### src/rtl/byte_store_arbiter.sv
// Two-client valid/ready arbiter sequencing reads/writes onto a single-byte store.
// Define BYTE_STORE_ARB_RR_EN for round-robin grant; otherwise req0 has fixed priority.
module byte_store_arbiter #(
    parameter int DATA_WIDTH = 8,
    parameter int RD_TIMEOUT = 15
) (
    input  logic                  clk,
    input  logic                  rst,
    input  logic                  req0_valid,
    input  logic                  req0_write,
    input  logic [DATA_WIDTH-1:0] req0_wdata,
    output logic                  req0_ready,
    output logic                  req0_rvalid,
    output logic [DATA_WIDTH-1:0] req0_rdata,
    output logic                  req0_rerr,
    input  logic                  req1_valid,
    input  logic                  req1_write,
    input  logic [DATA_WIDTH-1:0] req1_wdata,
    output logic                  req1_ready,
    output logic                  req1_rvalid,
    output logic [DATA_WIDTH-1:0] req1_rdata,
    output logic                  req1_rerr,
    output logic                  mem_read_enable,
    output logic                  mem_write_enable,
    output logic [DATA_WIDTH-1:0] mem_data_in,
    input  logic [DATA_WIDTH-1:0] mem_data_out,
    input  logic                  mem_output_enable
);

    typedef enum logic [1:0] {
        IDLE,
        WR,
        RD
    } state_t;

    localparam logic [7:0] TMO = 8'(RD_TIMEOUT);

    state_t                state;
    state_t                state_nx;
    logic [7:0]            cnt;
    logic [7:0]            cnt_nx;
    logic                  win;
    logic                  win_nx;
    logic [1:0]            rdy_nx;
    logic [1:0]            rv_nx;
    logic [1:0]            rerr_nx;
    logic [DATA_WIDTH-1:0] rd0_nx;
    logic [DATA_WIDTH-1:0] rd1_nx;
    logic [DATA_WIDTH-1:0] din_nx;
    logic                  we_nx;
    logic                  re_nx;
    logic                  any_req;
    logic                  pick;

    assign any_req = req0_valid | req1_valid;

`ifdef BYTE_STORE_ARB_RR_EN
    logic last_q;

    // On contention, the client that did not win last time goes first
    assign pick = (req0_valid && req1_valid) ? ~last_q : ~req0_valid;

    always_ff @(posedge clk or negedge rst) begin
        if (!rst) begin
            last_q <= 1'b1;
        end else if (state == IDLE && any_req) begin
            last_q <= pick;
        end
    end
`else
    assign pick = ~req0_valid;
`endif

    always_comb begin
        state_nx = state;
        cnt_nx   = cnt;
        win_nx   = win;
        rdy_nx   = 2'b00;
        rv_nx    = 2'b00;
        rerr_nx  = 2'b00;
        rd0_nx   = req0_rdata;
        rd1_nx   = req1_rdata;
        din_nx   = mem_data_in;
        we_nx    = 1'b0;
        re_nx    = 1'b0;
        unique case (state)
            IDLE: begin
                if (any_req) begin
                    win_nx = pick;
                    rdy_nx = pick ? 2'b10 : 2'b01;
                    if (pick ? req1_write : req0_write) begin
                        state_nx = WR;
                        we_nx    = 1'b1;
                        din_nx   = pick ? req1_wdata : req0_wdata;
                    end else begin
                        state_nx = RD;
                        re_nx    = 1'b1;
                        cnt_nx   = '0;
                    end
                end
            end
            WR: begin
                state_nx = IDLE;
            end
            RD: begin
                // Returned data takes precedence over a coincident timeout
                if (mem_output_enable) begin
                    state_nx = IDLE;
                    rv_nx    = win ? 2'b10 : 2'b01;
                    if (win) begin
                        rd1_nx = mem_data_out;
                    end else begin
                        rd0_nx = mem_data_out;
                    end
                end else if (cnt + 8'd1 == TMO) begin
                    state_nx = IDLE;
                    rv_nx    = win ? 2'b10 : 2'b01;
                    rerr_nx  = win ? 2'b10 : 2'b01;
                    if (win) begin
                        rd1_nx = '0;
                    end else begin
                        rd0_nx = '0;
                    end
                end else begin
                    cnt_nx = cnt + 8'd1;
                    re_nx  = 1'b1;
                end
            end
            default: begin
                state_nx = IDLE;
            end
        endcase
    end

    always_ff @(posedge clk or negedge rst) begin
        if (!rst) begin
            state            <= IDLE;
            cnt              <= '0;
            win              <= 1'b0;
            req0_ready       <= 1'b0;
            req1_ready       <= 1'b0;
            req0_rvalid      <= 1'b0;
            req1_rvalid      <= 1'b0;
            req0_rerr        <= 1'b0;
            req1_rerr        <= 1'b0;
            req0_rdata       <= '0;
            req1_rdata       <= '0;
            mem_read_enable  <= 1'b0;
            mem_write_enable <= 1'b0;
            mem_data_in      <= '0;
        end else begin
            state            <= state_nx;
            cnt              <= cnt_nx;
            win              <= win_nx;
            req0_ready       <= rdy_nx[0];
            req1_ready       <= rdy_nx[1];
            req0_rvalid      <= rv_nx[0];
            req1_rvalid      <= rv_nx[1];
            req0_rerr        <= rerr_nx[0];
            req1_rerr        <= rerr_nx[1];
            req0_rdata       <= rd0_nx;
            req1_rdata       <= rd1_nx;
            mem_read_enable  <= re_nx;
            mem_write_enable <= we_nx;
            mem_data_in      <= din_nx;
        end
    end

endmodule
### config.mk
export PLATFORM = sky130hd
export DESIGN_NAME = byte_store_arbiter
export DESIGN_NICKNAME = d
export VERILOG_FILES = /design/src/rtl/byte_store_arbiter.sv
export SDC_FILE = /design/constraint.sdc
export NUM_CORES = 1
export LEC_CHECK = 0
export CAP_MARGIN = 20
export CORE_MARGIN = 5
export CORE_UTILIZATION = 49
export CTS_CLUSTER_DIAMETER = 50
export DETAILED_ROUTE_END_ITERATION = 10
export PLACE_DENSITY = 0.84
export SYNTH_ARGS = -nofsm -noshare
export SYNTH_HDL_FRONTEND = slang
export SYNTH_SLANG_ARGS = --single-unit
export TNS_END_PERCENT = 10
### constraint.sdc
create_clock -name clk -period 4.3 [get_ports clk]
set_input_delay 0.43 -clock clk [delete_from_list [all_inputs] [get_ports clk]]
set_output_delay 0.43 -clock clk [all_outputs]
set_load 0.1 [all_outputs]
==> results of run 1 <==
[final cells by class]
type / count / area [sq um] / share of cell area
Clock buffer: 6 / 72.6 / 0.0269
Clock inverter: 2 / 60.1 / 0.0222
Inverter: 14 / 52.6 / 0.0194
Multi-Input combinational cell: 116 / 766 / 0.283
Sequential cell: 43 / 1080 / 0.398
Tap cell: 48 / 60.1 / 0.0222
Timing Repair Buffer: 62 / 616 / 0.228
[through the flow]
step                      hold WS [ns]  utilization  setup WS, ns  cells  cell area, sq um
after detailed placement         0.485        0.692          1.94    283              2570
final                            0.267        0.727          2.06    291              2700
after floorplan                  0.134            -          2.44    178              1920
after CTS                        0.299        0.727          2.04    291              2700
after global placement           0.480        0.692          1.95    283              2570
after global routing             0.356        0.727          2.02    291              2700
[cells by family (layout without fill, tap and decap cells)]
logic type      count (synthesis)  count (layout)  share of synthesized area
compound gates                 43              43                      0.160
xor+xnor                        1               1                    0.00456
fa+ha+maj                       2               2                     0.0130
buf+inv                        19              84                     0.0410
flops                          43              43                      0.560
mux                             9               9                     0.0469
simple gates                   61              61                      0.174
[synth_stat cells (2+ instances only)]
cell type,instances
a21oi_1,10
a31oi_1,2
a32o_1,8
and2_1,3
and3_1,2
clkbuf_1,3
dfrtp_1,43
ha_1,2
inv_1,13
mux2i_1,9
nand2_1,15
nand3_1,7
nor2_1,17
nor2b_1,5
nor3_1,4
o21ai_0,14
o31ai_1,2
[metal layers]
| metal | routed length, microns | up-vias | GRT usage |
|---|---|---|---|
| met5 | 0 | - | 0 |
| met4 | 8 | 0 | 0.0430 |
| met3 | 445 | 2 | 0.0702 |
| met2 | 1980 | 71 | 0.272 |
| met1 | 1620 | 724 | 0.201 |
| li1 | - | 747 | - |
[worst min-delay path by stage]
stage | end | slack, ns
5_1_grt | cnt[4]$_DFFE_PN0P_ | 0.36
3_5_place_dp | req1_rdata[7]$_DFFE_PN0P_ | 0.49
3_3_place_gp | req1_rdata[3]$_DFFE_PN0P_ | 0.48
4_1_cts | cnt[3]$_DFFE_PN0P_ | 0.30
6_report | cnt[6]$_DFFE_PN0P_ | 0.27
2_1_floorplan | cnt[0]$_DFFE_PN0P_ | 0.13
[power groups by stage]
stage                     combinational (mW)  clock [mW]  sequential, mW
after CTS                               1.27       0.375           0.627
after floorplan                        0.191           0            1.39
after detailed placement                1.26           0           0.635
after global routing                    1.31       0.389           0.649
final                                   1.26       0.366           0.627
after global placement                  1.26           0           0.628
[flip-flops by register name, summed over array words and instances, names as in the netlist, 2 cells and up]
| signal | cells |
|---|---|
| cnt | 8 |
| state | 2 |
| mem_data_in | 8 |
| req0_rdata | 8 |
| req1_rdata | 8 |
==> impl_metrics.csv, run 1 <==
group,metric,value,unit
run_status,status,"finished clean",
clock_tree,root_buffer,"clkbuf_8",
detailed_routing,post-route-drc-count,0,
timing,fmaxAchievable,447,MHz
synthesis,ys_ff_latch,43,
synthesis,synth_area_leaders,"dfrtp_1, mux2i_1, a32o_1",
worst_setup_path,critPathLaunchType,"flop",
global_route,grt.overflow.total,0,
detailed_routing,vias_per_cell,5.31,
detailed_routing,drtPass1Iterations,4,
synthesis,syn_area,0.00192,sq mm
worst_setup_path,cp_top_family,"buffers and inverters",
worst_setup_path,cp-startpoint,"req1_rdata[6]$_DFFE_PN0P_",
power_and_ir_drop,power.leakage,1.19,nW
timing,slew_headroom,0.338,
synthesis,syn_inst,178,
detailed_routing,post_drt_wl_per_cell,13.9,microns
power_and_ir_drop,combPwrFrac,0.559,
floorplan,rows,22,
synthesis,synth_flop_cell,"dfrtp_1",
worst_setup_path,worstSetupEndpoint,"req1_rdata[6]",
global_route,grt_start_max_net_pins,44,
place,portBuffers,62,
power_and_ir_drop,switching_share,0.529,
worst_setup_path,worst_setup_path_end_kind,"primary output",
place,gp_congestion,0.839,
final_layout,area_growth,40.7,%
worst_setup_path,cp_num_cells,1,
synthesis,synth_seq_area_share,0.560,
synthesis,syn_nets,211,
floorplan,die_h,72.6,microns
detailed_routing,routed_wl,4060,microns
timing,finalCritPeriodShare,0.521,
timing,setup_tns,0,ns
worst_setup_path,rrSetupSlack,2.24,ns
timing,finalCriticalPeriod,2.24,ns
clock_tree,ctsHoldBuffers,0,
timing,max_slew.worst_pin.slew,0.990,ns
clock_tree,post_cts_buffers,0,
detailed_routing,detail_route.iter0.violations,128,
power_and_ir_drop,finalPower,2.25,mW
power_and_ir_drop,pwr_density_cell,833,mW/mm^2
power_and_ir_drop,p_switching,1.19,mW
floorplan,core-area,0.00372,sq mm
detailed_routing,ant_nets,0,
floorplan,dieArea,0.00527,sq mm
synthesis,async_reset_ff_frac,1.00,
floorplan,ios,63,
worst_setup_path,cp_cell_sequence,"clkdlybuf4s50_1",
final_layout,mostFrequentLayoutCells,"clkdlybuf4s50_1, dfrtp_1, nor2_1, nand2_1, o21ai_0",
job,cap_viol_max_count,0,
worst_setup_path,cp.required,3.87,ns
worst_setup_path,path_max_fanout,2,
clock_tree,cts_inserted_buffers,5,
clock_tree,clockBufferDepth,2,
global_route,grt.total_usage,0.165,
worst_setup_path,rr_worst_depth,6,
worst_setup_path,crit_path_max_incr_delay,1.14,ns
timing,finalSetupViolations,0,
final_layout,final_common_cell,"clkdlybuf4s50_1",
synthesis,yosys.area.top_type_share,0.560,
timing,rsz0062_at_grt,"no",
final_layout,antenna_cells,0,
global_route,grt_pass1_vias,1502,
global_route,antenna_found_initial,0,
place,place.detailed.hpwl,3060,microns
floorplan,die_w,72.6,microns
timing,hold_viol_final,0,
synthesis,yosysTopAreaCell,"dfrtp_1",
synthesis,ys_types,36,
clock_tree,htreeDepth,2,
synthesis,postSynthAreaPerCell,10.8,sq um
power_and_ir_drop,power_frac_seq,0.278,
timing,slew_viol_final,0,
final_layout,nets,275,
worst_setup_path,worstReg2RegStart,"cnt[0]$_DFFE_PN0P_",
clock_tree,ctsResizeCount,0,
clock_tree,path_clk_slew,0.08,ns
clock_tree,clock_latency,0.29,ns
detailed_routing,num_vias,1544,
final_layout,n_fill_cell,283,
worst_setup_path,reg2reg_to,"cnt[2]$_DFFE_PN0P_",
timing,clock-skew-final,0.00364,ns
clock_tree,cts_tree,"built",
worst_setup_path,critPathSlowestCell,"clkdlybuf4s50_1",
power_and_ir_drop,vdd_drop_max,466,uV
floorplan,initial_core_util,0.517,
clock_tree,cts.sinks,43,
synthesis,synth-warning-count,0,
global_route,grt_pass1_wl,6780,microns
power_and_ir_drop,clkPwrFrac,0.163,
worst_setup_path,worst_ep_arrival_time,1.81,ns
synthesis,synth_edf_count,0,
hold_path,hold_path_class,"input pin to async pin",
final_layout,layout-drive-gt1-share,0.0700,
power_and_ir_drop,p_int,1.06,mW
worst_setup_path,path_buf_inv,1,
worst_setup_path,crit_type,"flop to primary output",
Note: power is estimated with default switching activity, not from simulation.
==> run 2, diff against run 1 <==
--- a/config.mk
+++ b/config.mk
@@ -7,10 +7,10 @@
 export LEC_CHECK = 0
 export CAP_MARGIN = 20
 export CORE_MARGIN = 5
-export CORE_UTILIZATION = 49
+export CORE_UTILIZATION = 41
 export CTS_CLUSTER_DIAMETER = 50
 export DETAILED_ROUTE_END_ITERATION = 10
-export PLACE_DENSITY = 0.84
+export PLACE_DENSITY = 0.74
 export SYNTH_ARGS = -nofsm -noshare
 export SYNTH_HDL_FRONTEND = slang
 export SYNTH_SLANG_ARGS = --single-unit
==> constraint.sdc (replaced) <==
create_clock -name clk -period 1.9 [get_ports clk]
set_input_delay 0.19 -clock clk [delete_from_list [all_inputs] [get_ports clk]]
set_output_delay 0.19 -clock clk [all_outputs]
set_load 0.1 [all_outputs]
==> impl_metrics.csv, run 2 (synthesis gave the netlist of run 1 again) <==
group,metric,value,unit
final_layout,nets,294,
timing,rsz0062_at_grt,"yes",
global_route,antenna_found_initial,0,
floorplan,rows,25,
timing,fmaxAchievable,530,MHz
final_layout,layout-drive-gt1-share,0.279,
detailed_routing,detail_route.iter0.violations,98,
worst_setup_path,worstReg2RegStart,"cnt[0]$_DFFE_PN0P_",
place,dpl_worst_slack,0.00296,ns
worst_setup_path,cp.required,2.08,ns
place,gp_congestion,0.805,
timing,finalSetupViolations,0,
timing,finalCritPeriodShare,0.993,
job,cap_viol_max_count,0,
worst_setup_path,worstSetupEndpoint,"req1_rdata[4]$_DFFE_PN0P_",
global_route,grt.total_usage,0.142,
final_layout,fin_area,0.00280,sq mm
worst_setup_path,cp_top_family,"compound AO/OA/AOI/OAI gates",
clock_tree,cts_inserted_buffers,5,
floorplan,dieArea,0.00615,sq mm
hold_path,hold_path_class,"input pin to async pin",
global_route,grt.overflow.total,0,
floorplan,die_w,78.4,microns
worst_setup_path,path_max_fanout,5,
worst_setup_path,worst_setup_path_end_kind,"flop",
global_route,grt_start_max_net_pins,37,
clock_tree,cts_tree,"built",
detailed_routing,vias_per_cell,5.20,
timing,slew_viol_final,0,
timing,final.setup.worst_slack,0.0131,ns
place,dpl-instance-area,0.00263,sq mm
final_layout,antenna_cells,0,
timing,hold_viol_final,34,
worst_setup_path,cp-startpoint,"cnt[0]$_DFFE_PN0P_",
place,place.detailed.hpwl,3310,microns
final_layout,mostFrequentLayoutCells,"buf_4, dfrtp_1, clkdlybuf4s50_1, nor2_1, nand2_1",
detailed_routing,num_vias,1644,
final_layout,final_common_cell,"buf_4",
power_and_ir_drop,p_switching,2.77,mW
power_and_ir_drop,p_int,2.26,mW
global_route,grt_pass1_vias,1509,
detailed_routing,post_drt_wl_per_cell,14.3,microns
power_and_ir_drop,vdd_drop_max,895,uV
run_status,violations,"hold timing",
power_and_ir_drop,combPwrFrac,0.574,
run_status,status,"complete, but fails checks",
worst_setup_path,reg2reg_to,"req1_rdata[4]$_DFFE_PN0P_",
worst_setup_path,cp_cell_sequence,"inv_1, ha_1, nor4b_4, o21ai_2, o31a_1, nand3b_4, a32o_1",
final_layout,area_growth,45.9,%
clock_tree,ctsHoldBuffers,0,
clock_tree,clock_latency,0.30,ns
timing,max_slew.worst_pin.slew,0.790,ns
power_and_ir_drop,power_frac_seq,0.285,
timing,slew_headroom,0.473,
floorplan,initial_core_util,0.415,
power_and_ir_drop,pwr_density_cell,1790,mW/mm^2
global_route,grt_pass1_wl,6900,microns
final_layout,n_fill_cell,391,
clock_tree,cts.sinks,43,
power_and_ir_drop,clkPwrFrac,0.141,
worst_setup_path,crit_type,"flop to flop",
timing,clock-skew-final,0.0118,ns
worst_setup_path,rrSetupSlack,0.01,ns
worst_setup_path,rr_worst_depth,7,
detailed_routing,drtPass1Iterations,4,
timing,hold_ws,-0.0217,ns
floorplan,die_h,78.4,microns
timing,finalCriticalPeriod,1.89,ns
clock_tree,htreeDepth,2,
worst_setup_path,path_buf_inv,1,
clock_tree,root_buffer,"clkbuf_8",
worst_setup_path,crit_path_max_incr_delay,0.43,ns
worst_setup_path,cp_num_cells,7,
detailed_routing,ant_nets,0,
clock_tree,path_clk_slew,0.09,ns
worst_setup_path,critPathLaunchType,"flop",
worst_setup_path,critPathSlowestCell,"dfrtp_1",
floorplan,ios,63,
place,portBuffers,62,
worst_setup_path,worst_ep_arrival_time,2.07,ns
floorplan,core-area,0.00463,sq mm
clock_tree,clockBufferDepth,2,
power_and_ir_drop,power.leakage,1.33,nW
detailed_routing,routed_wl,4520,microns
detailed_routing,post-route-drc-count,0,
power_and_ir_drop,switching_share,0.551,
timing,setup_tns,0,ns
run 2: cell count changes in the layout (fill, tap and decap cells not counted), sizes merged:
cell           change
buf               +50
bufinv             -1
clkbuf             -1
clkdlybuf4s50     -32
clkinv             +2
nand3b             +1
run 2: routing by layer:
layer / GRT usage / vias to the layer above / part of all wire
li1: - / 796 / -
met5: 0 / - / 0
met3: 0.0344 / 7 / 0.065
met2: 0.228 / 62 / 0.48
met4: 0.0629 / 0 / 0.016
met1: 0.181 / 779 / 0.44
run 2: area by class of cell:
| cell class | instances | area (sq um) | area share |
|---|---|---|---|
| flip-flops and latches | 43 | 1080 | 0.384 |
| multi-input cells | 117 | 818 | 0.292 |
| repair buffers | 80 | 674 | 0.241 |
| clock buffers | 5 | 68.8 | 0.0246 |
| well taps | 54 | 67.6 | 0.0241 |
| inverters | 14 | 52.6 | 0.0187 |
| clock inverters | 3 | 43.8 | 0.0156 |
run 2: metrics by stage:
step	instances	utilization	power [mW]
6_report	316	0.605	5.03
5_1_grt	316	0.605	5.22
4_1_cts	314	0.592	5.00
3_5_place_dp	306	0.567	4.29
3_3_place_gp	306	0.567	4.26
2_1_floorplan	178	-	3.58
run 2: worst min-delay path by stage:
stage                     depth (start not counted)  startpoint  slack [ns]                    endpoint
after global routing                              1         rst        0.04        state[0]$_DFFE_PN0P_
after global placement                            1         rst        0.32          cnt[7]$_DFFE_PN0P_
after floorplan                                   0         rst       -0.11          cnt[0]$_DFFE_PN0P_
after detailed placement                          1         rst        0.33          cnt[7]$_DFFE_PN0P_
final                                             1         rst       -0.02   req0_rdata[7]$_DFFE_PN0P_
after CTS                                         1         rst       0.006  mem_data_in[1]$_DFFE_PN0P_
run 2: power by group through the flow:
stage | Sequential (mW) | Clock (mW) | Combinational (mW)
after floorplan | 3.15 | 0 | 0.432
after global placement | 1.42 | 0 | 2.84
after detailed placement | 1.43 | 0 | 2.86
after CTS | 1.41 | 0.722 | 2.87
after global routing | 1.47 | 0.753 | 2.99
final | 1.43 | 0.710 | 2.88
run 2: what timing repair did:
item                       CTS  global route
pin swaps                    0             5
gates resized for setup      1            12
gates cloned                 0             1
setup endpoints to repair    2            20
setup buffers                0             2
==> run 3, diff against run 2 <==
==> constraint.sdc (replaced) <==
create_clock -name clk -period 1.5 [get_ports clk]
set_input_delay 0.15 -clock clk [delete_from_list [all_inputs] [get_ports clk]]
set_output_delay 0.15 -clock clk [all_outputs]
set_load 0.1 [all_outputs]
==> impl_metrics.csv, run 3 (synthesis gave the netlist of run 1 again) <==
group,metric,value,unit
floorplan,core-area,0.00463,sq mm
clock_tree,clock_latency,0.30,ns
detailed_routing,drtPass1Iterations,4,
timing,hold_viol_final,0,
floorplan,rows,25,
floorplan,die_h,78.4,microns
job,cap_viol_max_count,0,
place,dpl_worst_slack,-0.376,ns
final_layout,layout-drive-gt1-share,0.325,
timing,finalCritPeriodShare,1.29,
floorplan,die_w,78.4,microns
worst_setup_path,reg2reg_to,"req1_rdata[6]$_DFFE_PN0P_",
final_layout,mostFrequentLayoutCells,"dfrtp_1, buf_12, clkdlybuf4s50_1, buf_4",
worst_setup_path,worstReg2RegStart,"cnt[0]$_DFFE_PN0P_",
timing,hold_ws,0.437,ns
detailed_routing,post_drt_wl_per_cell,15.4,microns
global_route,grt_pass1_vias,1793,
final_layout,nets,303,
floorplan,ios,63,
place,gp_congestion,0.844,
final_layout,n_fill_cell,324,
place,portBuffers,62,
global_route,antenna_found_initial,0,
clock_tree,cts_tree,"built",
final_layout,antenna_cells,0,
floorplan,initial_core_util,0.415,
run_status,violations,"setup timing",
global_route,grt_start_max_net_pins,44,
detailed_routing,ant_nets,0,
final_layout,area_growth,70.8,%
worst_setup_path,cp-startpoint,"cnt[0]$_DFFE_PN0P_",
timing,final.setup.worst_slack,-0.428,ns
final_layout,final_common_cell,"dfrtp_1",
worst_setup_path,cp_cell_sequence,"inv_1, ha_2, nor4b_4, o21ai_2, o31a_1, nand3b_4, a32o_1",
worst_setup_path,worst_setup_path_end_kind,"flop",
timing,fmaxAchievable,519,MHz
detailed_routing,routed_wl,4990,microns
hold_path,hold_path_class,"input pin to async pin",
timing,rsz0062_at_grt,"yes",
power_and_ir_drop,pwr_density_cell,2210,mW/mm^2
timing,slew_headroom,0.573,
worst_setup_path,path_buf_inv,1,
power_and_ir_drop,vdd_drop_max,1260,uV
worst_setup_path,cp_top_family,"compound AO/OA/AOI/OAI gates",
worst_setup_path,crit_path_max_incr_delay,0.43,ns
worst_setup_path,cp.required,1.68,ns
clock_tree,cts.sinks,43,
worst_setup_path,rr_worst_depth,7,
worst_setup_path,worst_ep_arrival_time,2.11,ns
detailed_routing,vias_per_cell,5.35,
worst_setup_path,path_max_fanout,5,
global_route,grt.total_usage,0.173,
global_route,grt.overflow.total,0,
worst_setup_path,crit_type,"flop to flop",
detailed_routing,detail_route.iter0.violations,114,
clock_tree,cts_inserted_buffers,5,
clock_tree,path_clk_slew,0.09,ns
worst_setup_path,rrSetupSlack,-0.43,ns
timing,finalSetupViolations,27,
clock_tree,root_buffer,"clkbuf_8",
power_and_ir_drop,power.leakage,1.50,nW
timing,clock-skew-final,0.00836,ns
place,place.detailed.hpwl,3750,microns
clock_tree,htreeDepth,2,
worst_setup_path,critPathLaunchType,"flop",
timing,slew_viol_final,0,
detailed_routing,post-route-drc-count,0,
timing,max_slew.worst_pin.slew,0.639,ns
global_route,grt_pass1_wl,8400,microns
timing,finalCriticalPeriod,1.93,ns
floorplan,dieArea,0.00615,sq mm
run_status,status,"complete, but fails checks",
clock_tree,clockBufferDepth,2,
detailed_routing,num_vias,1738,
worst_setup_path,critPathSlowestCell,"dfrtp_1",
[run 3: changes by cell type in the layout (fill, tap and decap cells not counted), moves of 2 or more]
cell / before / now
buf_12: 0 / 32
o21ai_0: 9 / 7
buf_4: 49 / 24
o21ai_2: 1 / 5
nor2_2: 1 / 3
o21ai_1: 5 / 3
nor2_1: 17 / 15
[run 3: how the worst max path moves through the flow]
stage,to,slack (ns),cells past startpoint
3_5_place_dp,req0_rdata[1]$_DFFE_PN0P_,-0.38,6
3_3_place_gp,req0_rdata[3]$_DFFE_PN0P_,-0.34,7
6_report,req1_rdata[6]$_DFFE_PN0P_,-0.43,7
5_1_grt,req1_rdata[6]$_DFFE_PN0P_,-0.53,7
4_1_cts,req1_rdata[4]$_DFFE_PN0P_,-0.37,7
2_1_floorplan,req1_rdata[0]$_DFFE_PN0P_,-0.26,7
[run 3: report_power, final]
| group | switching (mW) | total [mW] | internal (mW) |
|---|---|---|---|
| Clock | 0.403 | 0.729 | 0.326 |
| Sequential | 0.448 | 1.97 | 1.53 |
| Combinational | 2.87 | 4.54 | 1.67 |
[run 3: tightest hold or removal path, cell delays in order]
cell,delay [ns]
dlygate4sd3_1,0.52
buf_2,0.09
buf_4,0.44
[run 3: what timing repair did]
item / CTS / global route
endpoints found under the hold margin: 43 / 0
endpoints found under the setup margin: 28 / 30
pin swaps: 7 / 2
hold buffers: 1 / 0
buffers inserted: 3 / 2
gates resized for setup: 7 / 12
cloned: 1 / 0
[run 3: area by class of cell]
class | instances | area (sq um) | area share
Sequential cell | 43 | 1080 | 0.328
Clock inverter | 2 | 12.5 | 0.00381
Multi-Input combinational cell | 117 | 851 | 0.259
Timing Repair Buffer | 89 | 1150 | 0.350
Clock buffer | 6 | 72.6 | 0.0221
Inverter | 14 | 52.6 | 0.0160
Tap cell | 54 | 67.6 | 0.0206
[run 3: through the flow]
stage,util,power [mW],std cells,TNS (ns),instance area [sq um]
finish,0.709,7.25,325,-9.24,3280
global route,0.709,7.50,325,-12.59,3280
CTS,0.701,7.22,323,-7.59,3240
detailed placement,0.665,6.44,310,-8.46,3080
global placement,0.665,6.37,310,-7.15,3080
floorplan,-,4.55,178,-4.52,1950
[run 3: per-layer routing]
| metal | routed length [microns] | global-route usage | part of all wire |
|---|---|---|---|
| met1 | 1950 | 0.196 | 0.39 |
| met2 | 2570 | 0.298 | 0.52 |
| met3 | 341 | 0.0470 | 0.068 |
| met4 | 126 | 0.0874 | 0.025 |
| met5 | 0 | 0 | 0 |
